<file path="src/rtl/ifetch_pkg.sv">
// Shared types and sizing for the instruction-fetch sequencer.
package ifetch_pkg;

    typedef enum logic [1:0] {
        IDLE = 2'd0,
        RUN  = 2'd1,
        HALT = 2'd2
    } state_e;

    localparam int unsigned FIFO_DEPTH = 2;
    localparam int unsigned COUNT_W    = $clog2(FIFO_DEPTH + 1);
    // Outstanding words = buffered + one in flight, so needs to hold FIFO_DEPTH+1.
    localparam int unsigned CREDIT_W   = $clog2(FIFO_DEPTH + 2);

endpackage

</file>
<file path="src/rtl/ifetch_fifo2.sv">
// Two-entry {pc,instr} FIFO with flush; entry 0 is always the head.
module ifetch_fifo2
    import ifetch_pkg::*;
#(
    parameter int unsigned ADDR_W = 8,
    parameter int unsigned DATA_W = 32
) (
    input  logic               clk,
    input  logic               rst,
    input  logic               push,
    input  logic               pop,
    input  logic               flush,
    input  logic [ADDR_W-1:0]  push_pc,
    input  logic [DATA_W-1:0]  push_instr,
    output logic [COUNT_W-1:0] count,
    output logic               head_valid,
    output logic [ADDR_W-1:0]  head_pc,
    output logic [DATA_W-1:0]  head_instr
);

    logic [COUNT_W-1:0] count_q;
    logic [ADDR_W-1:0]  pc0_q, pc1_q;
    logic [DATA_W-1:0]  instr0_q, instr1_q;

    // Shift-style storage: a pop moves entry 1 down so the head never needs a pointer.
    always_ff @(posedge clk or posedge rst) begin
        if (rst) begin
            count_q  <= '0;
            pc0_q    <= '0;
            pc1_q    <= '0;
            instr0_q <= '0;
            instr1_q <= '0;
        end else if (flush) begin
            count_q <= '0;
        end else begin
            unique case ({push, pop})
                2'b10: begin
                    if (count_q == COUNT_W'(0)) begin
                        pc0_q    <= push_pc;
                        instr0_q <= push_instr;
                    end else begin
                        pc1_q    <= push_pc;
                        instr1_q <= push_instr;
                    end
                    count_q <= count_q + COUNT_W'(1);
                end
                2'b01: begin
                    pc0_q    <= pc1_q;
                    instr0_q <= instr1_q;
                    count_q  <= count_q - COUNT_W'(1);
                end
                2'b11: begin
                    if (count_q == COUNT_W'(FIFO_DEPTH)) begin
                        pc0_q    <= pc1_q;
                        instr0_q <= instr1_q;
                        pc1_q    <= push_pc;
                        instr1_q <= push_instr;
                    end else begin
                        pc0_q    <= push_pc;
                        instr0_q <= push_instr;
                    end
                end
                default: ;
            endcase
        end
    end

    assign count      = count_q;
    assign head_valid = (count_q != COUNT_W'(0));
    assign head_pc    = pc0_q;
    assign head_instr = instr0_q;

    a_no_overflow: assert property (@(posedge clk) disable iff (rst)
        !(push && !pop && !flush && count_q == COUNT_W'(FIFO_DEPTH)));

endmodule

</file>
<file path="src/rtl/ifetch_ctrl.sv">
// Instruction-fetch sequencer: PC, IMEM issue with credit flow control, redirect/flush.
// Optional halt-on-HALT_WORD detection is enabled by defining IFETCH_HALT_DETECT_EN.
module ifetch_ctrl
    import ifetch_pkg::*;
#(
    parameter int unsigned        ADDR_W    = 8,
    parameter int unsigned        DATA_W    = 32,
    parameter logic [ADDR_W-1:0]  RESET_PC  = '0,
    parameter logic [DATA_W-1:0]  HALT_WORD = '1
) (
    input  logic              IFETCH_clk,
    input  logic              IFETCH_rst,
    input  logic              IFETCH_start,
    output logic [ADDR_W-1:0] IFETCH_imem_addr,
    input  logic [DATA_W-1:0] IFETCH_imem_instr,
    input  logic              IFETCH_redirect,
    input  logic [ADDR_W-1:0] IFETCH_redirect_pc,
    output logic              IFETCH_out_valid,
    input  logic              IFETCH_out_ready,
    output logic [DATA_W-1:0] IFETCH_out_instr,
    output logic [ADDR_W-1:0] IFETCH_out_pc,
    output logic              IFETCH_busy,
    output logic              IFETCH_halted
);

`ifdef IFETCH_HALT_DETECT_EN
    localparam bit HALT_EN = 1'b1;
`else
    localparam bit HALT_EN = 1'b0;
`endif

    state_e             state_q;
    logic [ADDR_W-1:0]  pc_q;
    logic [ADDR_W-1:0]  inflight_pc_q;
    logic               inflight_q;
    logic               busy_q;
    logic               halted_q;

    logic [COUNT_W-1:0]  fifo_count;
    logic [CREDIT_W-1:0] credit_c;
    logic pop_c, push_c, issue_c, redirect_c, halt_hit_c;

    assign pop_c      = IFETCH_out_valid & IFETCH_out_ready;
    assign redirect_c = IFETCH_redirect && !(HALT_EN && state_q == HALT);
    assign push_c     = inflight_q && !redirect_c;
    assign halt_hit_c = HALT_EN && push_c && (IFETCH_imem_instr == HALT_WORD);

    // Words already owed to the FIFO after this edge's pop; a slot must remain for a new read.
    assign credit_c = CREDIT_W'(fifo_count) + CREDIT_W'(inflight_q) - CREDIT_W'(pop_c);
    assign issue_c  = (state_q == RUN) && !redirect_c && !halt_hit_c
                    && (credit_c < CREDIT_W'(FIFO_DEPTH));

    always_ff @(posedge IFETCH_clk or posedge IFETCH_rst) begin
        if (IFETCH_rst) begin
            state_q       <= IDLE;
            pc_q          <= RESET_PC;
            inflight_pc_q <= '0;
            inflight_q    <= 1'b0;
            busy_q        <= 1'b0;
            halted_q      <= 1'b0;
        end else begin
            unique case (state_q)
                IDLE: begin
                    if (IFETCH_start) begin
                        state_q <= RUN;
                        busy_q  <= 1'b1;
                    end
                end
                RUN: begin
                    if (halt_hit_c) begin
                        state_q  <= HALT;
                        halted_q <= 1'b1;
                    end
                end
                HALT: ;
                default: begin
                    state_q <= IDLE;
                    busy_q  <= 1'b0;
                end
            endcase

            if (redirect_c) begin
                pc_q <= IFETCH_redirect_pc;
            end else if (issue_c) begin
                pc_q <= pc_q + ADDR_W'(1);
            end

            inflight_q <= issue_c;
            if (issue_c) begin
                inflight_pc_q <= pc_q;
            end
        end
    end

    ifetch_fifo2 #(
        .ADDR_W (ADDR_W),
        .DATA_W (DATA_W)
    ) u_fifo (
        .clk        (IFETCH_clk),
        .rst        (IFETCH_rst),
        .push       (push_c),
        .pop        (pop_c),
        .flush      (redirect_c),
        .push_pc    (inflight_pc_q),
        .push_instr (IFETCH_imem_instr),
        .count      (fifo_count),
        .head_valid (IFETCH_out_valid),
        .head_pc    (IFETCH_out_pc),
        .head_instr (IFETCH_out_instr)
    );

    assign IFETCH_imem_addr = pc_q;
    assign IFETCH_busy      = busy_q;
    assign IFETCH_halted    = halted_q;

endmodule
</file>
<file path="config.mk">
export PLATFORM = sky130hd
export DESIGN_NAME = ifetch_ctrl
export DESIGN_NICKNAME = d
export VERILOG_FILES = /design/src/rtl/ifetch_pkg.sv /design/src/rtl/ifetch_fifo2.sv /design/src/rtl/ifetch_ctrl.sv
export SDC_FILE = /design/constraint.sdc
export NUM_CORES = 1
export LEC_CHECK = 0
export CAP_MARGIN = 5
export CORE_UTILIZATION = 40
export DETAILED_ROUTE_END_ITERATION = 10
export MAX_ROUTING_LAYER = met4
export PLACE_DENSITY = 0.66
export SLEW_MARGIN = 20
export SYNTH_ARGS = -nofsm -noshare
export SYNTH_HDL_FRONTEND = slang
export SYNTH_HIERARCHICAL = 1
export SYNTH_SLANG_ARGS = --single-unit
</file>
<file path="constraint.sdc">
create_clock -name IFETCH_clk -period 5.05 [get_ports IFETCH_clk]
set_input_delay 1.01 -clock IFETCH_clk [delete_from_list [all_inputs] [get_ports IFETCH_clk]]
set_output_delay 1.01 -clock IFETCH_clk [all_outputs]
set_load 0.01 [all_outputs]
</file>
==> results by group <==
Outcome
  • Run status: finished clean

Setup path
  • CP arrival: 3430 ps
  • Worst setup SP type: input pin
  • Slowest-stage cell, CP: or3_1
  • Crit-path leading delay family: simple AND/OR/NAND/NOR gates
  • Crit-path max FO: 17
  • Crit end category: flip-flop
  • Crit path buffers/inverters: 2
  • Crit-path max cell delay: 540 ps
  • Critical Path, Cell by Cell: clkdlybuf4s50_1 > and2_1 > ha_1 > nor2b_1 > xnor2_1 > buf_4 > or3_1 > mux2_4
  • Reg2reg setup slack: about 2200 ps
  • Kind of critical path: input pin to flip-flop
  • Data required time of the worst path: 5310 ps

Timing
  • Maximum clock frequency: 315.3 MHz
  • Worst-Margin Slew: 741.5 ps
  • Hold Fails Final Rpt: 0
  • Setup tns final: 0 ps
  • Setup Skew: 7.251 ps
  • Setup violators final: 0
  • Tmin final: 3171 ps
  • RSZ-0062 raised after global routing: false
  • Fin crit share: 62.80%
  • Fin. max-slew vios: 0
  • Slew HR: 50.57%

Placed design
  • Placement Cell Area: 5429 um^2
  • IO buf count: 94
  • Routability cong.: 0.8062
  • DPL Wire Length: 5623 um

Floorplanning
  • Die width: between 100 and 150 um
  • Initial Util: 41.83%
  • Core area: 10510 um^2
  • Die area: 11410 um^2
  • Chip height: around 110 um
  • Row Count: 37
  • Io pins: 96

Power and ir drop
  • Leak pwr: around 2.7 nW
  • Sequential share of power: 42.1%
  • Power density cells: 581.8 nW/um^2
  • P_int: 2.200 mW
  • Overall Power: 3.284 mW
  • Logic pwr share: 41.1%
  • Sw Ratio: roughly a third
  • Sw power: 1.084 mW
  • Clock power share: ~17%
  • Worst VDD drop: 0.0002068 V

Min path
  • Hold crit path type: flip-flop to flip-flop

Synthesis
  • EDFF count, synth: 0
  • Synth top area share: approximately 57%
  • Synthesized flop and latch total: 100
  • Yosys warns: 6
  • Unique cell type count in the Yosys netlist: 35
  • Synth top cells by count: 100 x dfrtp_1, 45 x nand2_1, 40 x mux2i_1, 36 x mux2_2, 35 x o21ai_0
  • Synth Instances: 358
  • Fraction of the yosys area taken by sequential cells: about 57%
  • Post-Syn Area: 4395 um^2
  • Post-Syn Nets: between 400 and 500
  • Mapped Avg Cell Area: approximately 12 um^2
  • Count leader, synth: dfrtp_1
  • Main flop type after synthesis: dfrtp_1
  • Async S/R FF share, synth: 100.0%
  • Area leader, netlist: dfrtp_1
  • Largest cells by area after synthesis: dfrtp_1 57%, mux2_2 9.2%, mux2i_1 9.1%, o21ai_0 4.0%, nand2_1 3.8%

Route
  • Routed len/inst: roughly 15 um
  • DRT iter0 DRCs: 120
  • Total number of vias: around 3000
  • DRT Wirelength: 8559 um
  • Drt first pass iters: 4
  • ANT nets after route: 0
  • Number of remaining DRC errors: 0
  • Via density: 4.978

CTS
  • # hold bufs at CTS: 0
  • Root Buffer: clkbuf_8
  • Worst-path clk slew: 100 ps
  • CTS resizes: 0
  • Total CTS buffers: 9
  • Clock Latency Late Sink: between 300 and 400 ps
  • Setup Buffers After CTS: 0
  • CTS tree: built
  • # clock sinks: 100
  • H-tree levels: 3
  • Clock tree buffer depth: 2

Job
  • Max Cap Violations: 0

Global route
  • Largest net degree at the start of global routing: between 60 and 70
  • Initial antenna violation count: 0
  • Vias in the first global route: about 2900
  • First-pass GRT wire length: roughly 15000 um
  • Total GRT Usage: 16.95%
  • Global route total overflow: 0

Layout
  • Ratio of cells with drive above 1 in the final layout: 15.89%
  • Design Area, Final: 5644 um^2
  • Layout area overhead: 28.41%
  • Fillers: 960
  • Nets@finish: between 400 and 500
  • Ant. Diodes: 0
layer usage:
metal  up-vias  GRT usage (%)  share of wire, %  routed length, um
met1      1417          22.59                48               4070
li1       1426              -                 -                  -
met5         -              -                 0                  0
met3        13          3.040               4.5                386
met2        76          25.48                46               3957
met4         0          7.339               1.7                145
final timing paths:
path,endpoint,depth (start not counted),start
worst min register to register,u_fifo/head_pc[5]$_DFFE_PP0P_,2,u_fifo/head_pc[5]$_DFFE_PP0P_
worst min-delay path,u_fifo/head_pc[5]$_DFFE_PP0P_,2,u_fifo/head_pc[5]$_DFFE_PP0P_
max in group asynchronous,u_fifo/head_pc[4]$_DFFE_PP0P_,3,IFETCH_rst
worst max register to register,inflight_pc_q[4]$_DFFE_PP0P_,8,u_fifo/count[0]$_DFFE_PP0P_
worst max-delay path,inflight_pc_q[4]$_DFFE_PP0P_,8,IFETCH_out_ready
min in group asynchronous,u_fifo/instr1_q[17]$_DFFE_PP0P_,2,IFETCH_rst
power by group through the flow:
stage | Sequential (mW) | Clock [mW] | Combinational [mW]
2_1_floorplan | 1.43 | 0 | 0.793
5_1_grt | 1.44 | 0.605 | 1.49
6_report | 1.38 | 0.550 | 1.35
3_5_place_dp | 1.40 | 0 | 1.37
4_1_cts | 1.39 | 0.574 | 1.37
3_3_place_gp | 1.38 | 0 | 1.34
flip-flops by register name, summed over array words and instances, names as in the netlist:
register and flops:
inflight_pc_q 8, IFETCH_imem_addr 8, u_fifo/head_pc 8, u_fifo/instr1_q 32, u_fifo/count 2, IFETCH_busy 1, u_fifo/head_instr 32, inflight_q 1
u_fifo/pc1_q 8
through the flow:
stage	setup WS, ps	util (%)	instances	hold slack, ps
2_1_floorplan	1932	-	358	457.4
3_3_place_gp	1526	51.66	573	460.9
3_5_place_dp	1487	51.66	573	469.6
4_1_cts	1886	53.71	589	491.4
5_1_grt	1704	53.71	589	514.5
6_report	1879	53.71	589	483.5
tightest hold or removal path: cells and delay by family, from the launching register on:
family,cells,cell delay [ps]
AO/OA/AOI/OAI,1,60
AND/OR/NAND/NOR,1,50
flip-flops,1,350
final cells by class:
class	instances	area [um^2]	area share, %
sequential	100	2502	44.34
timing repair buffer	99	978.4	17.34
clock inverter	7	91.34	1.618
tap	136	170.2	3.015
multi-input combinational	231	1750	31.01
clock buffer	9	123.9	2.195
inverter	7	27.53	0.4877
cells by family (layout without fill, tap and decap cells):
| kind of cell | count (synthesis) | count (layout) | synth area share, % |
|---|---|---|---|
| AO/OA/AOI/OAI | 57 | 57 | 7.145 |
| AND/OR/NAND/NOR | 78 | 78 | 8.511 |
| XOR/XNOR | 5 | 5 | 0.9963 |
| buffers and inverters | 27 | 122 | 3.672 |
| adder cells (fa/ha/maj) | 2 | 2 | 0.5692 |
| other | 1 | 1 | 0.08532 |
| flip-flops | 100 | 100 | 56.93 |
| multiplexers | 88 | 88 | 22.09 |
placed cells by master, fill, tap and decap left out, drive strengths merged, types with 3 or more instances in the layout:
master         instances
dfrtp                100
clkdlybuf4s50         94
mux2                  48
nand2                 45
o21ai                 43
mux2i                 40
nor2                   9
clkbuf                 9
inv                    6
or4                    6
a31oi                  6
buf                    5
clkinv                 5
xnor2                  4
o31ai                  4
nor2b                  4
nand4                  3
Note: power is estimated with default switching activity, not from simulation.
